==> src/rtl/imem_loader_pkg.sv <==
// Shared types, widths and helpers for the i_memory program loader.
package imem_loader_pkg;

    localparam int unsigned BYTE_W     = 8;
    localparam int unsigned LEN_W      = 9;
    localparam int unsigned LEN_MAX    = 256;
    localparam int unsigned ADDR_W_DEF = 8;
    localparam int unsigned DATA_W_DEF = 2 * BYTE_W;
    localparam int unsigned BASE_DEF   = 0;

    typedef enum logic [2:0] {
        S_IDLE    = 3'd0,
        S_RX_HI   = 3'd1,
        S_RX_LO   = 3'd2,
        S_WRITE   = 3'd3,
        S_RELEASE = 3'd4,
        S_START   = 3'd5,
        S_RUN     = 3'd6
    } state_e;

    // Word count actually loaded: requests above the memory depth saturate.
    function automatic logic [LEN_W-1:0] clamp_len(input logic [LEN_W-1:0] l);
        return (l > LEN_W'(LEN_MAX)) ? LEN_W'(LEN_MAX) : l;
    endfunction

endpackage

==> src/rtl/imem_loader_if.sv <==
// Byte stream in, i_memory write port out.
interface imem_loader_if
    import imem_loader_pkg::*;
#(
    parameter int unsigned ADDR_W = ADDR_W_DEF,
    parameter int unsigned DATA_W = DATA_W_DEF
) ();

    logic [BYTE_W-1:0] byte_in;
    logic              byte_valid;
    logic              byte_ready;
    logic [ADDR_W-1:0] mem_addr;
    logic [DATA_W-1:0] mem_data;
    logic              mem_we;

    modport master (
        output byte_in, byte_valid,
        input  byte_ready, mem_addr, mem_data, mem_we
    );

    modport slave (
        input  byte_in, byte_valid,
        output byte_ready, mem_addr, mem_data, mem_we
    );

endinterface

==> src/rtl/imem_loader_byte_packer.sv <==
// Collects two accepted bytes (high first) into one instruction word.
module imem_loader_byte_packer
    import imem_loader_pkg::*;
(
    input  logic                clock,
    input  logic                reset,
    input  logic                clear,
    input  logic                take,
    input  logic [BYTE_W-1:0]   byte_in,
    output logic [2*BYTE_W-1:0] word,
    output logic                word_ok_c
);

    logic [BYTE_W-1:0] hi_q, hi_d;
    logic [BYTE_W-1:0] lo_q, lo_d;
    logic              phase_q, phase_d;

    always_comb begin
        hi_d    = hi_q;
        lo_d    = lo_q;
        phase_d = phase_q;
        if (clear) begin
            phase_d = 1'b0;
        end else if (take) begin
            if (!phase_q) begin
                hi_d    = byte_in;
                phase_d = 1'b1;
            end else begin
                lo_d    = byte_in;
                phase_d = 1'b0;
            end
        end
    end

    // Asserted in the cycle the low byte is taken, completing a word.
    assign word_ok_c = take & phase_q & ~clear;
    assign word      = {hi_q, lo_q};

    always_ff @(posedge clock) begin
        if (reset) begin
            hi_q    <= '0;
            lo_q    <= '0;
            phase_q <= 1'b0;
        end else begin
            hi_q    <= hi_d;
            lo_q    <= lo_d;
            phase_q <= phase_d;
        end
    end

endmodule

==> src/rtl/imem_loader.sv <==
// Streams a program into i_memory, holding pcpu in reset until the load completes.
module imem_loader
    import imem_loader_pkg::*;
#(
    parameter int unsigned ADDR_W = ADDR_W_DEF,
    parameter int unsigned DATA_W = DATA_W_DEF,
    parameter int unsigned BASE   = BASE_DEF
) (
    input  logic             clock,
    input  logic             reset,
    input  logic             load_req,
    input  logic             abort,
    input  logic [LEN_W-1:0] len,
    imem_loader_if.slave     bus,
    output logic             cpu_reset_n,
    output logic             cpu_enable,
    output logic             cpu_start,
    output logic             busy,
    output logic             done,
    output logic             err
);

    state_e            state_q, state_d;
    logic [LEN_W-1:0]  cnt_q, cnt_d;
    logic [ADDR_W-1:0] addr_q, addr_d;

    logic byte_ready_q, byte_ready_d;
    logic mem_we_q, mem_we_d;
    logic cpu_reset_n_q, cpu_reset_n_d;
    logic cpu_enable_q, cpu_enable_d;
    logic cpu_start_q, cpu_start_d;
    logic busy_q, busy_d;
    logic done_q, done_d;
    logic err_q, err_d;

    logic                take_c;
    logic                word_ok_c;
    logic [2*BYTE_W-1:0] word;

    assign take_c = byte_ready_q & bus.byte_valid & ~abort;

    imem_loader_byte_packer u_packer (
        .clock     (clock),
        .reset     (reset),
        .clear     (abort),
        .take      (take_c),
        .byte_in   (bus.byte_in),
        .word      (word),
        .word_ok_c (word_ok_c)
    );

    // Next state, counters, and outputs decoded from the state being entered.
    always_comb begin
        state_d = state_q;
        cnt_d   = cnt_q;
        addr_d  = addr_q;
        err_d   = 1'b0;

        unique case (state_q)
            S_IDLE, S_RUN: begin
                if (load_req) begin
                    if (len == '0) begin
                        err_d = 1'b1;
                    end else begin
                        state_d = S_RX_HI;
                        cnt_d   = clamp_len(len);
                        addr_d  = ADDR_W'(BASE);
                    end
                end
            end
            S_RX_HI:   if (take_c)    state_d = S_RX_LO;
            S_RX_LO:   if (word_ok_c) state_d = S_WRITE;
            S_WRITE: begin
                cnt_d   = cnt_q - LEN_W'(1);
                addr_d  = addr_q + ADDR_W'(1);
                state_d = (cnt_q == LEN_W'(1)) ? S_RELEASE : S_RX_HI;
            end
            S_RELEASE: state_d = S_START;
            S_START:   state_d = S_RUN;
            default:   state_d = S_IDLE;
        endcase

        // Abort overrides any load request or progress made this cycle.
        if (abort) begin
            state_d = S_IDLE;
            cnt_d   = cnt_q;
            addr_d  = addr_q;
            err_d   = 1'b0;
        end

        byte_ready_d  = (state_d == S_RX_HI) || (state_d == S_RX_LO);
        mem_we_d      = (state_d == S_WRITE);
        cpu_reset_n_d = (state_d == S_RELEASE) || (state_d == S_START) || (state_d == S_RUN);
        cpu_enable_d  = (state_d == S_START) || (state_d == S_RUN);
        cpu_start_d   = (state_d == S_START);
        busy_d        = (state_d == S_RX_HI) || (state_d == S_RX_LO) || (state_d == S_WRITE) ||
                        (state_d == S_RELEASE) || (state_d == S_START);
        done_d        = (state_d == S_RUN);
    end

    always_ff @(posedge clock) begin
        if (reset) begin
            state_q       <= S_IDLE;
            cnt_q         <= '0;
            addr_q        <= ADDR_W'(BASE);
            byte_ready_q  <= 1'b0;
            mem_we_q      <= 1'b0;
            cpu_reset_n_q <= 1'b0;
            cpu_enable_q  <= 1'b0;
            cpu_start_q   <= 1'b0;
            busy_q        <= 1'b0;
            done_q        <= 1'b0;
            err_q         <= 1'b0;
        end else begin
            state_q       <= state_d;
            cnt_q         <= cnt_d;
            addr_q        <= addr_d;
            byte_ready_q  <= byte_ready_d;
            mem_we_q      <= mem_we_d;
            cpu_reset_n_q <= cpu_reset_n_d;
            cpu_enable_q  <= cpu_enable_d;
            cpu_start_q   <= cpu_start_d;
            busy_q        <= busy_d;
            done_q        <= done_d;
            err_q         <= err_d;
        end
    end

    assign bus.byte_ready = byte_ready_q;
    assign bus.mem_we     = mem_we_q;
    assign bus.mem_addr   = addr_q;
    assign bus.mem_data   = DATA_W'(word);
    assign cpu_reset_n    = cpu_reset_n_q;
    assign cpu_enable     = cpu_enable_q;
    assign cpu_start      = cpu_start_q;
    assign busy           = busy_q;
    assign done           = done_q;
    assign err            = err_q;

endmodule

==> src/flat_wrapper.sv <==
// flat-port wrapper written by rule: the top's interface ports become plain ports
module imem_loader_flat import imem_loader_pkg::*;
#(
    parameter int unsigned ADDR_W = ADDR_W_DEF,
    parameter int unsigned DATA_W = DATA_W_DEF,
    parameter int unsigned BASE   = BASE_DEF
)
  (clock, reset, load_req, abort, len, cpu_reset_n, cpu_enable, cpu_start, busy, done, err, bus_byte_in, bus_byte_valid, bus_byte_ready, bus_mem_addr, bus_mem_data, bus_mem_we);
  imem_loader_if #(.ADDR_W(ADDR_W), .DATA_W(DATA_W)) bus_i ();
  input  logic clock;
  input  logic reset;
  input  logic load_req;
  input  logic abort;
  input  logic [LEN_W-1:0] len;
  output logic cpu_reset_n;
  output logic cpu_enable;
  output logic cpu_start;
  output logic busy;
  output logic done;
  output logic err;
  input wire logic [$bits(bus_i.byte_in)-1:0] bus_byte_in;
  input wire logic [$bits(bus_i.byte_valid)-1:0] bus_byte_valid;
  output wire logic [$bits(bus_i.byte_ready)-1:0] bus_byte_ready;
  output wire logic [$bits(bus_i.mem_addr)-1:0] bus_mem_addr;
  output wire logic [$bits(bus_i.mem_data)-1:0] bus_mem_data;
  output wire logic [$bits(bus_i.mem_we)-1:0] bus_mem_we;
  assign bus_i.byte_in = bus_byte_in;
  assign bus_i.byte_valid = bus_byte_valid;
  assign bus_byte_ready = bus_i.byte_ready;
  assign bus_mem_addr = bus_i.mem_addr;
  assign bus_mem_data = bus_i.mem_data;
  assign bus_mem_we = bus_i.mem_we;
  imem_loader #(.ADDR_W(ADDR_W), .DATA_W(DATA_W), .BASE(BASE)) u_core (.clock(clock), .reset(reset), .load_req(load_req), .abort(abort), .len(len), .bus(bus_i), .cpu_reset_n(cpu_reset_n), .cpu_enable(cpu_enable), .cpu_start(cpu_start), .busy(busy), .done(done), .err(err));
endmodule
==> config.mk <==
export PLATFORM = sky130hd
export DESIGN_NAME = imem_loader_flat
export DESIGN_NICKNAME = d
export VERILOG_FILES = /design/src/rtl/imem_loader_pkg.sv /design/src/rtl/imem_loader_if.sv /design/src/rtl/imem_loader_byte_packer.sv /design/src/rtl/imem_loader.sv /design/src/flat_wrapper.sv
export SDC_FILE = /design/constraint.sdc
export NUM_CORES = 1
export LEC_CHECK = 0
export BUFFER_PORTS_ARGS = -buffer_cell sky130_fd_sc_hd__buf_2
export CAP_MARGIN = 40
export CORE_MARGIN = 3
export CORE_UTILIZATION = 29
export CTS_BUF_LIST = sky130_fd_sc_hd__clkbuf_2 sky130_fd_sc_hd__clkbuf_4 sky130_fd_sc_hd__clkbuf_8
export DETAILED_ROUTE_END_ITERATION = 16
export PLACE_DENSITY = 0.56
export SLEW_MARGIN = 30
export SYNTH_ARGS = -nofsm -noshare
export SYNTH_HDL_FRONTEND = slang
export SYNTH_SLANG_ARGS = --single-unit
==> constraint.sdc <==
create_clock -name clock -period 4.4 [get_ports clock]
set_clock_uncertainty 0.15 [all_clocks]
set_input_delay 0.22 -clock clock [delete_from_list [all_inputs] [get_ports clock]]
set_output_delay 0.22 -clock clock [all_outputs]
set_load 0.02 [all_outputs]
-- Yosys cells after proc, flatten, opt, wreduce, memory -nomap -nowiden
Index checks and enable logic that the tools add are counted.
- flip-flop bits (word level): 45
- output and inout bits: 32
- add/sub/neg operators: 2
- $lt $le $gt $ge: 1
- equality and inequality tests: 15
- muxes and demuxes: 16
- bitwise gates (word level): 8
- reduce and logical (&&, ||, !) cells: 16
- operators by type and width (kind ; number):
    9-bit 2-to-1 mux ; 3
    3-bit equality test (second input constant) ; 6
    3-bit 2-to-1 mux ; 6
    3-bit case mux with 6 select lines ; 1
    9-bit case mux with 2 select lines ; 1
    8-bit 2-to-1 mux ; 2
    8-bit case mux with 2 select lines ; 1
    3-bit by 2-bit equality test with 1-bit output (second input constant) ; 4
    9-bit by 1-bit equality test with 1-bit output (second input constant) ; 1
    9-bit > comparator (second input constant) ; 1
    9-bit zero test ; 1
    9-bit by 1-bit subtractor with 9-bit output (second input constant) ; 1
    8-bit by 1-bit adder with 8-bit output (second input constant) ; 1
    1-bit logical OR ; 7
    3-bit by 1-bit equality test with 1-bit output (second input constant) ; 2
    3-bit AND reduction ; 2
    1-bit bitwise AND ; 4
    2-bit inequality test (second input constant) ; 2
    1-bit NOT ; 4
    4-bit AND reduction ; 1
    2-bit OR reduction ; 2
    4-bit OR reduction ; 1
    3-bit zero test ; 1
    1-bit 2-to-1 mux ; 2
    2-bit nonzero test ; 1

-- Depth between registers and ports, before layout
Gate-level depths: netlist of run 1.
- word-level depth: 12
- gate-level depth with buffers: 7
- depth with buffers taken out: 7

-- By module
From an unflattened synthesis of run 1, not the netlist that was laid out.
- cells, all modules: 253
- area, all modules: 2238.4 sq um
- by module, submodules not included (module ; instances ; cells each ; area an instance (sq um) ; seq. area each (sq um)):
    imem_loader ; 1 ; 188 ; 1531.5 ; 560.5
    imem_loader_byte_packer ; 1 ; 65 ; 706.9 ; 340.3

-- Least setup slack after synthesis of run 1
OpenSTA, ideal clock, no wires.
- path kind: register to register
- start: reg u_core.cnt_q[2]
- end: reg u_core.cnt_q[7]
- library setup time: 0.079 ns
- data arrival time: 1.570 ns
- required time: 4.171 ns
- path slack: 2.601 ns
- stages on the path, launching flop included: 6
- path buffers: 0
- path through: dfxtp_1 -> or4_4 -> or4_4 -> nand2_1 -> a21oi_1 -> a211oi_2
- cells in the longest elaborated chain, start to end: 2
- RTL lines (element ; RTL line ; RTL):
    start, declared ; imem_loader.sv:24 ; logic [LEN_W-1:0] cnt_q, cnt_d;
    start signal, assigned ; imem_loader.sv:116 ; cnt_q <= cnt_d;
    9-bit by 1-bit subtractor with 9-bit output ; imem_loader.sv:74 ; cnt_d = cnt_q - LEN_W'(1);
    9-bit case mux with 2 select lines ; imem_loader.sv:59 ; unique case (state_q)
No other way between the ends.
A chain may end at the register's enable or synchronous reset.

-- Worst setup path after layout of run 1
- start: reg u_core.state_q[2]
- end: reg u_core.byte_ready_q, in the netlist u_core.bus.byte_ready
- cells in the longest elaborated chain, start to end: 6
- elaborated cells on any way between the ends: 17
- classes of those cells: eq/ne: 8; mux: 6; reduce/logical: 3
- RTL lines (element ; RTL line ; RTL):
    start, declared ; imem_loader.sv:23 ; state_e state_q, state_d;
    start signal, assigned ; imem_loader.sv:115 ; state_q <= state_d;
    3-bit equality test (tied with other cells) ; imem_loader.sv:59 ;
    2-bit OR reduction or 3-bit 2-to-1 mux (tied branches) ; imem_loader.sv:59, imem_loader.sv:61 ;
    3-bit case mux with 6 select lines (*) ; imem_loader.sv:59 ;
    3-bit 2-to-1 mux (*) ; imem_loader.sv:84 ; if (abort) begin
    3-bit by 1-bit equality test with 1-bit output or 3-bit by 2-bit equality test with 1-bit output (tied branches) ; imem_loader.sv:91 ; byte_ready_d = (state_d == S_RX_HI) || (state_d == S_RX_LO);
    1-bit logical OR (*) ; imem_loader.sv:91 ;
    end signal, assigned ; imem_loader.sv:118 ; byte_ready_q <= byte_ready_d;
    end, declared ; imem_loader.sv:27 ; logic byte_ready_q, byte_ready_d;
Mark *: on every way between the ends. The rest lies on a longest branch, timed or not.

==> results of run 1 <==
-- timing repair --
item / in CTS / in global routing
hold buffers: 2 / 0
hold endpoints to repair: 2 / 0
setup buffers: 0 / 0
-- metrics by stage --
stage / setup WS (ns) / cells / area [sq um] / hold WS (ns) / util [%]
detailed placement: 2.12 / 398 / 2520 / 0.296 / 34.4
global route: 1.93 / 408 / 2640 / 0.0100 / 35.9
finish: 2.06 / 408 / 2640 / 0.0142 / 35.9
floorplan: 2.60 / 258 / 2230 / 0.148 / -
CTS: 2.09 / 408 / 2640 / 0.00188 / 35.9
global placement: 2.17 / 398 / 2520 / 0.290 / 34.4
-- metal layers --
layer	GRT usage (%)	part of all wire (%)	up-vias
li1	-	-	1007
met1	17.4	48	935
met2	19.0	46	35
met3	2.90	4.0	6
met4	4.45	1.3	0
met5	0	0	-
-- cell usage after synthesis, types with 4 or more instances --
cell type	number
nor2_1	21
o21ai_0	9
nand2b_1	5
a21oi_1	34
buf_6	4
clkbuf_1	4
nor4_1	5
nand2_1	50
dfxtp_1	45
nor2b_1	4
xor2_1	5
inv_1	8
-- power groups by stage --
stage / Sequential [mW] / Clock (mW) / Combinational, mW
6_report: 0.423 / 0.262 / 0.0848
3_3_place_gp: 0.433 / 0 / 0.0836
5_1_grt: 0.425 / 0.291 / 0.0944
2_1_floorplan: 0.433 / 0 / 0.0569
3_5_place_dp: 0.433 / 0 / 0.0838
4_1_cts: 0.423 / 0.277 / 0.0856
-- flip-flops by register name, indices dropped and copies added (netlist names) --
signal / count
u_core.u_packer.lo_q: 8
u_core.done: 1
u_core.cnt_q: 9
u_core.err: 1
u_core.u_packer.hi_q: 8
u_core.state_q: 3
u_core.cpu_reset_n: 1
u_core.busy: 1
u_core.bus.mem_we: 1
u_core.bus.byte_ready: 1
u_core.cpu_enable: 1
u_core.u_packer.phase_q: 1
u_core.bus.mem_addr: 8
u_core.cpu_start: 1
-- tightest hold or removal path, delay by kind of cell --
family / cells / cell delay, ns
buffers and inverters: 1 / 0.11
AND/OR/NAND/NOR: 1 / 0.05
AO/OA/AOI/OAI: 1 / 0.05
-- path summary, 6_finish.rpt --
kind,to,slack [ns],startpoint,cells past startpoint
min reg2reg,u_core.u_packer.hi_q[0],0.31,u_core.u_packer.hi_q[0],2
max,u_core.bus.byte_ready,2.06,u_core.state_q[2],3
min,u_core.u_packer.hi_q[4],0.01,bus_byte_in[4],3
max reg2reg,u_core.bus.byte_ready,2.06,u_core.state_q[2],3
-- cell families (layout without fill, tap and decap cells) --
kind of cell | count (synthesis) | in the layout | share of synthesized area [%]
adders and majority gates | 3 | 3 | 1.69
DFF | 45 | 45 | 40.5
and+or+nand+nor | 109 | 109 | 25.2
xor gates and xnor gates | 7 | 7 | 3.60
buffers and inverters | 20 | 71 | 5.45
AOI/OAI and AO/OA | 74 | 74 | 23.6
-- final cells by class --
| type | instances | area, sq um |
|---|---|---|
| clock buffers | 6 | 76.3 |
| clock inverters | 2 | 15.0 |
| fillers | 777 | 4700 |
| inverters | 8 | 30.0 |
| multi-input cells | 193 | 1200 |
| flip-flops and latches | 45 | 901 |
| well taps | 99 | 124 |
| repair buffers | 55 | 285 |
==> metrics.txt, run 1 <==
Reg power frac=55.0%; Final period util=53.2%; CTS Buffer Depth=2; Starting Density=30.4%; Die H=93.6 microns; Port Buffers=53; # DRC=0; fraction of layout cells with a size suffix above 1=24.6%; total gr overflow=0; clock slew at reported path FFs=0.09 ns; Cells after Synth=258; Crit path largest cell delay=0.74 ns; clock sink count=45; top cells by area, synth=dfxtp_1 40%, nand2_1 8.4%, a21oi_1 7.6%; largest net degree at the start of global routing=33; GRT Overall Usage=12.6%; top_reg_cell synth=dfxtp_1; Skew-Pair Late Insertion Delay=0.30 ns; CTS tree=built; Final Power=0.771 mW; switch share=26.2%; first-pass GRT wire length=8820 microns; drt first-iter violations=125; # resized after CTS=0; synthesized flop and latch total=45; Die X-Extent=93.6 microns; Total Wirelength=5410 microns; Critical Path RT=4.43 ns; status=finished clean; Comb pwr share=11.0%; initial antenna violation count=0; CORE AREA=7330 sq um; Layout area overhead=18.4%; critical path fanouts, max=20; Post-Syn Nets=283; routed len/inst=13.3 microns; Slew @ Worst Pin=0.714 ns; Lkg Pwr=1.02 nW; setup_tns=0 ns; I/O pin total=54; Final ANT Viol Nets=0; Setup violations, final=0; Crit-path slowest cell=dfxtp_1; DRT Pass-1 Iters=4; PwrDens=292 nW/um^2; most common cell after layout, fill and taps aside=buf_2; mean area per synthesized cell=8.63 sq um; most frequent cells in the layout=53 x buf_2, 50 x nand2_1, 45 x dfxtp_1; Slew Viols, Final=0; die area=8760 sq um; number of global-route vias before repair=1810; Async S/R FF share, synth=0%; n_diodes=0; Crit path buffers/inverters=0; CTS buffer count=5; Vias=1983; Period minus WS final=2.34 ns; count of max-cap constraint violations=0; Synth cell types=58; Net Sw Power=0.202 mW; CP startpoint kind=register; clk root buf=clkbuf_8; HP Class=primary input to register; synthesized cell area=2230 sq um; Worst Path Arrival=2.37 ns; critical path endpoint category=register; unrepaired setup endpoints after global routing=no; final net count=333; delay-heaviest family, CP=flip-flops; Hold Vio Cnt, Final=0; vias per cell=4.86; Ys Warns=0; gpl congestion=0.810; f_max=427 MHz; number of synthesized flops with an enable pin=0; H-tree depth=2; Internal=0.568 mW; Rel. slew slack=52.3%; area fraction of the dominant cell type after synthesis=40.5%; HPWL after DPL=3820 microns; # rows=31; critical-path cell list=nand3b_1 > o221ai_1 > a2111oi_0; sequential-to-total area share from yosys stat=40.5%; Crit Path Category=register to register; Max IR drop VDD=0.115 mV; clock power share=34.0%; most area-hungry cell type in the Yosys netlist=dfxtp_1
(Power assumes the default switching activity.)
==> inputs of run 2 (changes only) <==
PLACE_DENSITY = 0.57   (was 0.56)
clock period = 2.06 ns   (was 4.4 ns; I/O delays follow)
==> metrics.txt, run 2 (synthesized netlist as in run 1, its figures left out) <==
number of global-route vias before repair=1948; setup_tns=0 ns; Crit Path Category=primary input to register; HP Class=primary input to register; FF/Latch Area=902 sq um; fin area=2820 sq um; Vias=2064; PwrDens=583 nW/um^2; CORE AREA=7330 sq um; Port Buffers=53; vias per cell=4.80; Hold Vio Cnt, Final=0; Die H=93.6 microns; Final ANT Viol Nets=0; Die X-Extent=93.6 microns; Critical Path RT=2.06 ns; # DRC=0; HPWL after DPL=4070 microns; count of max-cap constraint violations=0; Final Power=1.64 mW; number of setup buffers added after CTS=0; Skew-Pair Late Insertion Delay=0.29 ns; I/O pin total=54; Slew Viols, Final=0; H-tree depth=2; fraction of layout cells with a size suffix above 1=27.5%; Period minus WS final=2.00 ns; drt first-iter violations=104; GRT Overall Usage=13.2%; clk root buf=clkbuf_8; n_diodes=0; Layout area overhead=26.5%; largest net degree at the start of global routing=20; Final period util=96.9%; Max IR drop VDD=0.307 mV; Slew @ Worst Pin=0.572 ns; clock sink count=45; most common cell after layout, fill and taps aside=buf_2; Starting Density=30.4%; DP Area=2630 sq um; unrepaired setup endpoints after global routing=no; gpl congestion=0.823; routed len/inst=12.8 microns; CTS Buffer Depth=2; Rel. slew slack=61.7%; critical path fanouts, max=9; final net count=355; # rows=31; Largest register FFs=9; total gr overflow=0; Setup violations, final=0; Reg with most FFs=u_core.cnt_q; CTS buffer count=5; DRT Pass-1 Iters=6; fillers=761; clock slew at reported path FFs=0.08 ns; CP startpoint kind=primary input; Lkg Pwr=1.13 nW; Total Wirelength=5520 microns; critical path endpoint category=register; area of the multi-input gates=1200 sq um; CTS tree=built; Worst Path Arrival=2.00 ns; die area=8760 sq um; first-pass GRT wire length=9250 microns; status=finished clean; initial antenna violation count=0; most frequent cells in the layout=53 x buf_2, 50 x nand2_1, 44 x dfxtp_1; f_max=501 MHz
-- run 2: metrics by stage --
stage	util (%)	cells	setup slack, ns	hold slack (ns)
6_report	38.4	430	0.0642	0.0441
5_1_grt	38.4	430	0.00284	0.0502
3_5_place_dp	35.9	412	0.124	0.215
3_3_place_gp	35.9	412	0.157	0.207
4_1_cts	38.4	430	0.0950	0.0335
2_1_floorplan	-	258	0.261	0.0308
-- run 2: metal layers --
metal	track usage, %	routed length (microns)	vias up
li1	-	-	1059
met1	17.7	2590	943
met2	21.0	2610	55
met4	4.45	70	0
met3	2.90	262	7
met5	0	0	-
-- run 2: path summary, 6_finish.rpt --
kind | startpoint | to | slack [ns] | cells past startpoint
min reg2reg | u_core.u_packer.hi_q[2] | u_core.u_packer.hi_q[2] | 0.30 | 2
max | len[0] | u_core.bus.byte_ready | 0.06 | 8
min | len[4] | u_core.cnt_q[4] | 0.04 | 3
max reg2reg | u_core.cnt_q[2] | u_core.cnt_q[7] | 0.14 | 5
-- run 2: cell type report --
class                           count  share of cell area [%]
Sequential cell                    45                    32.0
Clock buffer                        6                    2.71
Tap cell                           99                    4.40
Clock inverter                      2                   0.355
Inverter                            8                    1.07
Timing Repair Buffer               77                    16.7
Multi-Input combinational cell    193                    42.7
-- run 2: what timing repair did --
action | 4_1_cts | 5_1_grt
endpoints found under the setup margin | 0 | 3
hold buffers | 10 | 0
resized for setup | 0 | 1
endpoints found under the hold margin | 19 | 0
-- run 2: critical path, stage by stage --
cell and delay (ns):
dlygate4sd3_1 0.53, buf_2 0.14, nor3_1 0.17, buf_4 0.16, nand3_4 0.14, nor2b_1 0.21
a2111oi_4 0.38, a2111oi_0 0.17
-- run 2: power breakdown --
group	switching [mW]	internal, mW
Sequential	0.0142	0.886
Combinational	0.113	0.0963
Clock	0.284	0.249
Total	0.412	1.23
